--- src/rtl/dk_input_ctrl.sv ---
// rtl/dk_input_ctrl.sv - PS/2 + joystick input conditioning with coin/start sequencer for dkong_top
module dk_input_ctrl #(
   parameter int COIN_PULSE_CYC  = 2457600,
   parameter int START_DELAY_CYC = 4915200
) (
   input  logic        I_CLK_24576M,
   input  logic        I_RESETn,
   input  logic [10:0] I_PS2_KEY,
   input  logic [15:0] I_JOY,
   input  logic        I_ROTATE,
   output logic        O_U,
   output logic        O_D,
   output logic        O_L,
   output logic        O_R,
   output logic        O_J,
   output logic        O_S1,
   output logic        O_S2,
   output logic        O_C1
);

   localparam int MAX_CYC = (COIN_PULSE_CYC > START_DELAY_CYC) ? COIN_PULSE_CYC : START_DELAY_CYC;
   localparam int CW      = $clog2(MAX_CYC + 1);
   localparam logic [CW-1:0] COIN_LAST  = CW'(COIN_PULSE_CYC - 1);
   localparam logic [CW-1:0] DELAY_LAST = CW'(START_DELAY_CYC - 1);

   typedef enum logic [2:0] {S_IDLE, S_COIN, S_GAP, S_START, S_WAITREL} state_t;

   logic [1:0]    r_rst_sync;
   logic          w_rst_n;
   logic          r_seen;
   logic          r_prev_tog;
   logic          r_key_u, r_key_d, r_key_l, r_key_r;
   logic          r_key_space, r_key_ctrl, r_key_f1, r_key_f2;
   logic          r_u, r_d, r_l, r_r, r_j;
   logic          r_s1_prev, r_s2_prev;
   state_t        r_state;
   logic [CW-1:0] r_cnt;
   logic          r_sel_s2;
   logic          r_c1, r_s1o, r_s2o;

   logic w_event, w_ext, w_press;
   logic [7:0] w_code;
   logic w_ru, w_rd, w_rl, w_rr;
   logic w_up, w_dn, w_lf, w_rt, w_fire;
   logic w_s1, w_s2, w_s1_rise, w_s2_rise;
   logic w_unused;

   assign w_unused = &{1'b0, I_JOY[15:7]};

   // Reset is taken asynchronously but released in step with the clock
   always_ff @(posedge I_CLK_24576M or negedge I_RESETn) begin
      if (!I_RESETn) r_rst_sync <= 2'b00;
      else           r_rst_sync <= {r_rst_sync[0], 1'b1};
   end
   assign w_rst_n = r_rst_sync[1];

   assign w_code  = I_PS2_KEY[7:0];
   assign w_ext   = I_PS2_KEY[8];
   assign w_press = I_PS2_KEY[9];
   assign w_event = r_seen & (I_PS2_KEY[10] ^ r_prev_tog);

   // Track the PS/2 toggle bit; the first post-reset cycle only primes the history
   always_ff @(posedge I_CLK_24576M or negedge w_rst_n) begin
      if (!w_rst_n) begin
         r_seen     <= 1'b0;
         r_prev_tog <= 1'b0;
      end else begin
         r_seen     <= 1'b1;
         r_prev_tog <= I_PS2_KEY[10];
      end
   end

   // Per-key held state, updated on each PS/2 event for a recognised code
   always_ff @(posedge I_CLK_24576M or negedge w_rst_n) begin
      if (!w_rst_n) begin
         r_key_u     <= 1'b0;
         r_key_d     <= 1'b0;
         r_key_l     <= 1'b0;
         r_key_r     <= 1'b0;
         r_key_space <= 1'b0;
         r_key_ctrl  <= 1'b0;
         r_key_f1    <= 1'b0;
         r_key_f2    <= 1'b0;
      end else if (w_event) begin
         case (w_code)
            8'h75: r_key_u <= w_press;
            8'h72: r_key_d <= w_press;
            8'h6B: r_key_l <= w_press;
            8'h74: r_key_r <= w_press;
            8'h29: if (!w_ext) r_key_space <= w_press;
            8'h14: if (!w_ext) r_key_ctrl  <= w_press;
            8'h05: if (!w_ext) r_key_f1    <= w_press;
            8'h06: if (!w_ext) r_key_f2    <= w_press;
            default: ;
         endcase
      end
   end

   assign w_ru   = r_key_u | I_JOY[3];
   assign w_rd   = r_key_d | I_JOY[2];
   assign w_rl   = r_key_l | I_JOY[1];
   assign w_rr   = r_key_r | I_JOY[0];
   assign w_up   = I_ROTATE ? w_rl : w_ru;
   assign w_dn   = I_ROTATE ? w_rr : w_rd;
   assign w_lf   = I_ROTATE ? w_rd : w_rl;
   assign w_rt   = I_ROTATE ? w_ru : w_rr;
   assign w_fire = r_key_space | r_key_ctrl | I_JOY[4];

   // Register active-low controls, dropping both of an opposing pair
   always_ff @(posedge I_CLK_24576M or negedge w_rst_n) begin
      if (!w_rst_n) begin
         r_u <= 1'b1;
         r_d <= 1'b1;
         r_l <= 1'b1;
         r_r <= 1'b1;
         r_j <= 1'b1;
      end else begin
         r_u <= ~(w_up & ~w_dn);
         r_d <= ~(w_dn & ~w_up);
         r_l <= ~(w_lf & ~w_rt);
         r_r <= ~(w_rt & ~w_lf);
         r_j <= ~w_fire;
      end
   end

   assign w_s1 = r_key_f1 | I_JOY[5];
   assign w_s2 = r_key_f2 | I_JOY[6];
   // Edges are masked in the priming cycle so a start held through reset cannot retrigger
   assign w_s1_rise = r_seen & w_s1 & ~r_s1_prev;
   assign w_s2_rise = r_seen & w_s2 & ~r_s2_prev;

   // Previous-cycle start request levels for edge detection
   always_ff @(posedge I_CLK_24576M or negedge w_rst_n) begin
      if (!w_rst_n) begin
         r_s1_prev <= 1'b0;
         r_s2_prev <= 1'b0;
      end else begin
         r_s1_prev <= w_s1;
         r_s2_prev <= w_s2;
      end
   end

   // Coin -> gap -> start sequencer with registered active-low pulses
   always_ff @(posedge I_CLK_24576M or negedge w_rst_n) begin
      if (!w_rst_n) begin
         r_state  <= S_IDLE;
         r_cnt    <= '0;
         r_sel_s2 <= 1'b0;
         r_c1     <= 1'b1;
         r_s1o    <= 1'b1;
         r_s2o    <= 1'b1;
      end else begin
         case (r_state)
            S_IDLE: begin
               if (w_s1_rise || w_s2_rise) begin
                  r_sel_s2 <= ~w_s1_rise;
                  r_cnt    <= '0;
                  r_c1     <= 1'b0;
                  r_state  <= S_COIN;
               end
            end
            S_COIN: begin
               if (r_cnt == COIN_LAST) begin
                  r_cnt   <= '0;
                  r_c1    <= 1'b1;
                  r_state <= S_GAP;
               end else begin
                  r_cnt <= r_cnt + 1'b1;
               end
            end
            S_GAP: begin
               if (r_cnt == DELAY_LAST) begin
                  r_cnt   <= '0;
                  r_s1o   <= r_sel_s2;
                  r_s2o   <= ~r_sel_s2;
                  r_state <= S_START;
               end else begin
                  r_cnt <= r_cnt + 1'b1;
               end
            end
            S_START: begin
               if (r_cnt == COIN_LAST) begin
                  r_cnt   <= '0;
                  r_s1o   <= 1'b1;
                  r_s2o   <= 1'b1;
                  r_state <= S_WAITREL;
               end else begin
                  r_cnt <= r_cnt + 1'b1;
               end
            end
            S_WAITREL: begin
               if (!w_s1 && !w_s2) begin
                  r_cnt   <= '0;
                  r_state <= S_IDLE;
               end
            end
            default: begin
               r_cnt   <= '0;
               r_c1    <= 1'b1;
               r_s1o   <= 1'b1;
               r_s2o   <= 1'b1;
               r_state <= S_IDLE;
            end
         endcase
      end
   end

   assign O_U  = r_u;
   assign O_D  = r_d;
   assign O_L  = r_l;
   assign O_R  = r_r;
   assign O_J  = r_j;
   assign O_S1 = r_s1o;
   assign O_S2 = r_s2o;
   assign O_C1 = r_c1;

endmodule

--- config.mk ---
export PLATFORM = sky130hd
export DESIGN_NAME = dk_input_ctrl
export DESIGN_NICKNAME = d
export VERILOG_FILES = /design/src/rtl/dk_input_ctrl.sv
export SDC_FILE = /design/constraint.sdc
export NUM_CORES = 1
export LEC_CHECK = 0
export CAP_MARGIN = 10
export CORE_MARGIN = 2
export CORE_UTILIZATION = 41
export DETAILED_ROUTE_END_ITERATION = 6
export DONT_BUFFER_PORTS = 1
export PLACE_DENSITY_LB_ADDON = 0.2
export SYNTH_ARGS = -nofsm -noshare
export SYNTH_HDL_FRONTEND = slang
export SYNTH_SLANG_ARGS = --single-unit
--- constraint.sdc ---
create_clock -name I_CLK_24576M -period 1.4 [get_ports I_CLK_24576M]
set_input_delay 0.28 -clock I_CLK_24576M [delete_from_list [all_inputs] [get_ports I_CLK_24576M]]
set_output_delay 0.28 -clock I_CLK_24576M [all_outputs]
set_load 0.1 [all_outputs]
After elaboration in Yosys (flattened, before gate mapping) --
Cells that the tools add are included.
Storage, ports and cells: bits in registers 49, input bits 30, output and inout port bits 8, word-level logic and storage cells 121
Cells by class: $add $sub $neg 1, equal/unequal tests 19, mux-type cells 22, bitwise logic cells 34, reduce and logical (&&, ||, !) cells 21
Operators with widths (count):
- $mux W23 | 4
- $pmux W23 S4 | 1
- $eq A8 B7 Y1 const B | 4
- $add A23 B1 Y23 const B | 1
- $eq A23 B22 Y1 const B | 1
- $eq A23 B23 Y1 const B | 1
- $reduce_and A3 Y1 | 6
- $eq A8 B3 Y1 const B | 2
- $not A1 Y1 | 16
- $mux W3 | 5
- $pmux W3 S5 | 1
- $reduce_and A2 Y1 | 6
- $ne A2 B2 Y1 const B | 5
- $and A1 B1 Y1 | 9
- $pmux W1 S3 | 3
- $eq A8 B5 Y1 const B | 1
- $eq A8 B6 Y1 const B | 1
- $mux W1 | 8
- $or A1 B1 Y1 | 8
- $eq A3 B2 Y1 const B | 2
- $reduce_or A3 Y1 | 2
- $reduce_and A5 Y1 | 1
- $eq A3 B1 Y1 const B | 1
- $eq A3 B3 Y1 const B | 1
- 6 further kinds | 7

Longest topological paths before layout --
Gate-level depths: netlist (run 1).
word-level depth 6, gate-level depth with buffers 8, gate-level depth less buffers 6

Least setup slack after synthesis (run 1) --
No wires, ideal clock.
kind reg-to-reg, from register r_cnt[0], to register r_state[0], setup time 0.119 ns, data arrival time 1.991 ns, data required time 1.281 ns, path slack -0.710 ns, cell stages (with the launch flop) 9, buffers on the path 2, clock period less this slack 2.110 ns, cell sequence dfrtp_1 ha_1 and2_1 and4_1 buf_2 a2111oi_4 buf_6 nor3_1 o21a_1
On the way: word-level cells in the longest chain between the ends 3, elaborated cells on any way between the ends 6, those cells by class eq/ne: 5; reduce/logical: 1
Ends and longest elaborated chain:
- start, declared | RTL line 37 | logic [CW-1:0] r_cnt;
- start signal, assigned | RTL line 168 | r_cnt <= r_cnt + 1'b1;
- start signal, assigned | RTL line 178 | r_cnt <= r_cnt + 1'b1;
- start signal, assigned | RTL line 188 | r_cnt <= r_cnt + 1'b1;
- $eq A23 B22 Y1 or $eq A23 B23 Y1 (tied branches) | RTL line 163, 182, 172
- $ne A2 B2 Y1 (no line)
- $reduce_and A5 Y1 (no line) (*)
- end signal, assigned | RTL line 159 | r_state <= S_COIN;
- end signal, assigned | RTL line 166 | r_state <= S_GAP;
- end signal, assigned | RTL line 186 | r_state <= S_WAITREL;
- end, declared | RTL line 36 | state_t r_state;
Mark *: on every way between the ends. The rest lies on a longest branch, timed or not. A chain may end at the register's enable or synchronous reset.

Final worst setup path (run 1) --
from register r_cnt[20], to register r_cnt[10]
On the way: word-level cells in the longest chain between the ends 3, elaborated cells on any way between the ends 5, those cells by class eq/ne: 2; mux: 3
Ends and longest elaborated chain:
- $eq A23 B22 Y1 or $eq A23 B23 Y1 (tied branches) | RTL line 163, 182, 172
- $mux W23 (on tied branches) | RTL line 163, 182, 172
- $pmux W23 S4 (*) | RTL line 153 | case (r_state)
Marked as above.

==> impl_metrics.toml, run 1 <==
[setup_path]
path_max_fanout = 7
crit_path_max_incr_delay_ns = 0.41
critPathLaunchType = "flip-flop"
cp_common_cell = "buf_6"
end_kind = "flip-flop"
slowest_stage = "dfrtp_1"
path_cells = "buf_6 > nor4bb_1 > and3_1 > a21oi_2 > buf_6 > buf_2 > buf_4 > o22ai_4 > o21ai_2"
crit_required_ns = 1.61
path_class = "flip-flop to flip-flop"
crit_arrival_ns = 2.37

[yosys]
synth_top_area_share_pct = 37.8
synth_top_family_by_area = "simple AND/OR/NAND/NOR gates"
synthSimpleGateAreaFrac_pct = 26.0
ys_seq_elements = 49
synth-adder-area-share_pct = 0.461
muxShareOfSynthArea_pct = 3.32
yosys_warnings = 0
synth_area_leaders = "dfrtp_1 38%, dfstp_2 7.7%, o211ai_1 4.1%"
synth_edf_count = 0
yosysSeqAreaShare_pct = 45.5
async_flop_share_pct = 100
synth_compound_gate_area_share_pct = 18.9
synth_area_um2 = 2720
synthFlopType = "dfrtp_1"
postSynthAreaPerCell_um2 = 9.20
synth_cell_types = 57
synth_xor_xnor_area_share_pct = 0.968
synth_top_area_cell = "dfrtp_1"
syn_inst = 295

[sta]
fin_skew_ns = 0.0104
report.final.slew_viol_count = 0
final-hold-violation-count = 0
max_freq_mhz = 463
rsz0062_at_grt = "yes"
setup_viol = 36
fin_setup_tns_ns = -18.47
fin_crit_sh_pct = 154
min_period_ns = 2.16
fin_ws_ns = -0.761

[run]
drv_cap = 0

[power_and_ir_drop]
netSwitchingFraction_pct = 38.0
leakage_nw = 1.85
ir_drop_v = 0.000887
pwr-share-clk_pct = 16.9
combinationalPowerShare_pct = 47.8
powerDensity_nw_per_um2 = 1300
seqPwrFrac_pct = 35.4
p_int_w = 0.00349
p_sw_w = 0.00214

[place]
hpwl_um = 4930
gp_congestion = 0.827
place_inst = 448
io_buffer_count = 0
dpl_cell_area_um2 = 3600

[clock_tree]
cts_buffers = 5
clock-sinks = 49
clk_latency_ns = 0.32
tritoncts = "done"
ctsHtreeMaxLevel = 2
cts_max_path_buffers = 2
path_clk_slew_ns = 0.11
cts_root_buffer = "clkbuf_8"

[die]
die_w_um = 85.4
start_util_pct = 42.5
row_count = 29
io_pins = 38
core_um2 = 6390
die_area_um2 = 7290
die_h_um = 85.4

[layout]
largest_reg_flops = 23
final_cells = 482
fin_area_um2 = 4310
antenna_cells = 0
synthToLayoutAreaGrowth_pct = 58.9
top_regs = "r_cnt (23), r_state (3), r_rst_sync (2)"
mostFrequentLayoutCell = "buf_4"
final_nets = 435
utilization_pct = 67.6
fillers = 477
final_cell_mix = "83 x buf_4, 39 x dfrtp_1, 29 x nand2_1"
top_register = "r_cnt"
drive_above_1_share_pct = 48.6

[global_routing]
antenna_found_initial = 0
grt_max_degree = 37
grt_pass1_wl_um = 12500
grt_pass1_vias = 2719
grtUsageTotal_pct = 21.4
grt_remaining_overflow = 0

[route]
drtIter0Drc = 117
first_pass_iters = 4
routed_wl_um = 7860
dr_total_vias = 2690
drc_errors = 0
via_per_inst = 5.58
postRouteAntennaNets = 0
avgRoutedWirePerCell_um = 16.3

[hold_path]
hp-class = "input port to flip-flop"

[run_status]
run_status = "complete, but fails checks"
violations = "setup timing"
-- cells by family after synthesis --
group	after synthesis
compound gates	73
xor+xnor	3
fa+ha+maj	1
mux	8
flops	49
buf+inv	30
simple gates	130
other cells	1
-- per-layer routing --
metal,track usage [%],vias up,wire length (um)
met5,0,-,0
met4,6.78,0,140
met3,4.38,15,283
met2,37.7,49,4140
met1,26.1,1326,3300
li1,-,1300,-
-- path summary, 6_finish.rpt --
path,from,to,slack [ns],cells after the start
max reg2reg,r_cnt[20]$_DFFE_PN0P_,r_cnt[10]$_DFFE_PN0P_,-0.76,9
min in group asynchronous,r_rst_sync[1]$_DFF_PN0_,r_key_u$_DFFE_PN0P_,0.16,0
max,r_cnt[20]$_DFFE_PN0P_,r_cnt[10]$_DFFE_PN0P_,-0.76,9
max in group asynchronous,r_rst_sync[1]$_DFF_PN0_,O_S1$_DFFE_PN1P_,0.69,1
min,I_PS2_KEY[9],r_key_u$_DFFE_PN0P_,0.1,1
min reg2reg,r_rst_sync[1]$_DFF_PN0_,r_key_u$_DFFE_PN0P_,0.16,0
-- cell usage after synthesis (3+ instances only) --
| library cell | count |
|---|---|
| dfrtp_1 | 41 |
| nand2_1 | 29 |
| nor2_1 | 24 |
| inv_1 | 17 |
| nor3_1 | 15 |
| o211ai_1 | 15 |
| o21ai_0 | 13 |
| nand3_1 | 10 |
| clkbuf_1 | 8 |
| dfstp_2 | 8 |
| a21oi_1 | 7 |
| mux2_2 | 7 |
| nand2b_1 | 6 |
| nand4_1 | 6 |
| nor4_1 | 6 |
| o21ai_1 | 6 |
| and2_1 | 5 |
| o22ai_1 | 5 |
| or4_1 | 5 |
| and4_1 | 4 |
| a22oi_1 | 3 |
| a31oi_1 | 3 |
| and3_1 | 3 |
| buf_2 | 3 |
| o221ai_1 | 3 |
| or3_1 | 3 |
-- critical path, delay by kind of cell, from the launching register on --
kind                   cells  cell delay, ns
DFF                        1            0.41
AOI/OAI and AO/OA          3            0.34
buffers and inverters      4            0.62
and+or+nand+nor            2            0.68
-- layout make-up --
cell class | count | area, um2 | share of cell area, %
clock buffer | 5 | 68.8 | 1.60
clock inverter | 3 | 28.8 | 0.667
inverter | 17 | 63.8 | 1.48
multi-input combinational | 217 | 1730 | 40.2
sequential | 49 | 1240 | 28.7
tap | 77 | 96.3 | 2.23
timing repair buffer | 114 | 1080 | 25.1
-- repair_timing --
item                                    in CTS  in global routing
hold buffers                                 3                  0
gates cloned                                 1                  0
endpoints found under the hold margin        4                  0
pin swaps                                   38                 26
resized for setup                           61                 30
endpoints found under the setup margin      38                 38
setup buffers                               19                 20
-- power by group through the flow --
stage          clock (W)  combinational, W  sequential, W
2_1_floorplan          0          0.000911        0.00218
3_3_place_gp           0           0.00198        0.00198
3_5_place_dp           0           0.00200        0.00198
4_1_cts         0.000956           0.00222        0.00196
5_1_grt          0.00101           0.00290        0.00203
6_report        0.000948           0.00269        0.00199
-- stage by stage --
step / setup slack (ns) / total power (W) / hold slack, ns
detailed placement: -0.713 / 0.00398 / -0.0155
global route: -0.831 / 0.00594 / 0.0810
CTS: -0.686 / 0.00514 / 0.0901
global placement: -0.651 / 0.00395 / -0.0155
finish: -0.761 / 0.00563 / 0.0960
floorplan: -0.661 / 0.00309 / -0.0156
Note: power is estimated with default switching activity, not from simulation.
==> run 2: changes to the inputs <==
Settings changed: ABC_CLOCK_PERIOD_IN_PS set to 1400.
==> results of run 2 <==
No change in the layout: final DEF, timing and power equal those of run 1.
==> run 3: changes to the inputs <==
Settings changed: ABC_CLOCK_PERIOD_IN_PS 1400 to 2100, TNS_END_PERCENT set to 50.
Clock period 1.4 ns to 2.1 ns, I/O delays scaled along.
==> run 3 against run 2 <==
Effect of this change: sequential share of layout area up 9.0 points; critical endpoint is now r_key_ctrl$_DFFE_PN0P_; the run now ends clean; via count down 13%; hold slack better by 0.041 ns; register-to-register slack better by 0.77 ns.
==> impl_metrics.toml, run 3 (synthesized netlist as in run 1, its figures left out) <==
[run_status]
run_status = "finished, final reports clean"

[global_routing]
grt_remaining_overflow = 0
grt_pass1_vias = 2314
grtUsageTotal_pct = 18.4
grt_max_degree = 34
antenna_found_initial = 0
grt_pass1_wl_um = 10800

[sta]
fin_skew_ns = 0.00996
fin_crit_sh_pct = 99.5
report.final.slew_viol_count = 0
min_period_ns = 2.09
worstMarginPinSlew_ns = 0.521
fin_ws_ns = 0.00963
final-hold-violation-count = 0
setup_viol = 0
maxSlewHeadroom_pct = 65.3
max_freq_mhz = 478
rsz0062_at_grt = "yes"

[place]
hpwl_um = 4360
gp_congestion = 0.839
place_inst = 392
dpl_cell_area_um2 = 3040
io_buffer_count = 0
dp_slack_ns = -0.0564

[power_and_ir_drop]
leakage_nw = 1.38
ir_drop_v = 0.000832
finalPower_w = 0.00313
powerDensity_nw_per_um2 = 952

[clock_tree]
path_clk_slew_ns = 0.09
tritoncts = "done"
ctsHtreeMaxLevel = 2
clock-sinks = 49
cts_root_buffer = "clkbuf_8"
clk_latency_ns = 0.30
cts_max_path_buffers = 2
cts_buffers = 5

[setup_path]
path_class = "flip-flop to flip-flop"
crit_arrival_ns = 2.28
r2r_cells = 5
path_max_fanout = 2
end_kind = "flip-flop"
crit_required_ns = 2.29
critPathLaunchType = "flip-flop"

[die]
row_count = 29
io_pins = 38
die_w_um = 85.4
start_util_pct = 42.5
die_h_um = 85.4
core_um2 = 6390
die_area_um2 = 7290

[route]
drtIter0Drc = 117
first_pass_iters = 4
dr_total_vias = 2345
drc_errors = 0
routed_wl_um = 6180
postRouteAntennaNets = 0
avgRoutedWirePerCell_um = 15.1
via_per_inst = 5.72

[layout]
utilization_pct = 51.5
final_nets = 363
top_register = "r_cnt"
final_cells = 410
fin_area_um2 = 3290
mostFrequentLayoutCell = "dfrtp_1"
antenna_cells = 0
synthToLayoutAreaGrowth_pct = 21.1
final_cell_mix = "39 x dfrtp_1, 37 x buf_4, 28 x nand2_1"
fillers = 593
drive_above_1_share_pct = 24.6
largest_reg_flops = 23
top_regs = "r_cnt (23), r_state (3), r_rst_sync (2)"

[hold_path]
hp-class = "input port to flip-flop"
hold_depth = 0

[run]
drv_cap = 0
-- run 3: final timing paths --
kind	slack (ns)	endpoint	from
setup reg to reg	0.01	r_key_ctrl$_DFFE_PN0P_	r_prev_tog$_DFF_PN0_
setup / recovery	0.01	r_key_ctrl$_DFFE_PN0P_	r_prev_tog$_DFF_PN0_
min in group asynchronous	0.18	r_cnt[17]$_DFFE_PN0P_	r_rst_sync[1]$_DFF_PN0_
max in group asynchronous	1.35	O_L$_DFF_PN1_	r_rst_sync[1]$_DFF_PN0_
hold / removal	0.14	r_prev_tog$_DFF_PN0_	I_PS2_KEY[10]
hold reg to reg	0.18	r_cnt[17]$_DFFE_PN0P_	r_rst_sync[1]$_DFF_PN0_
-- run 3: worst max-delay path, stage by stage (launching register included) --
cell and delay [ns]:
dfrtp_1 0.41, xor2_2 0.18, nand2_1 0.07, or4_4 0.48, or4b_4 0.54, mux2_4 0.31
-- run 3: metal layers --
layer  global-route usage, %  vias up  share of wire [%]
li1                        -     1159                  -
met1                    25.1     1139                 47
met2                    30.0       40                 48
met3                    3.70        7                3.6
met4                    4.91        0                1.3
met5                       0        -                  0
-- run 3: per-stage QoR --
step	TNS (ns)	hold slack (ns)
after floorplan	0	0.124
after global routing	-0.377	0.114
after detailed placement	-0.105	0.124
final	0	0.138
after global placement	-0.0422	0.124
after CTS	0	0.129
-- run 3: cell type report --
cell class | count | area, um2 | area share (%)
clock buffer | 6 | 72.6 | 2.21
clock inverter | 2 | 38.8 | 1.18
inverter | 17 | 63.8 | 1.94
multi-input combinational | 217 | 1400 | 42.5
sequential | 49 | 1240 | 37.7
tap | 77 | 96.3 | 2.93
timing repair buffer | 42 | 380 | 11.6
-- run 3: repair_timing --
action	in CTS	in global routing
pin swaps	3	4
hold endpoints to repair	2	0
hold buffers	1	0
resized for setup	3	9
setup endpoints to repair	9	22
cloned	1	0
buffers inserted	3	5
-- run 3: where the power goes --
group / total (W) / internal (W) / switching [W]
registers: 0.00144 / 0.00116 / 0.000286
clock network: 0.000677 / 0.000358 / 0.000320
logic: 0.00101 / 0.000492 / 0.000517
total: 0.00313 / 0.00201 / 0.00112
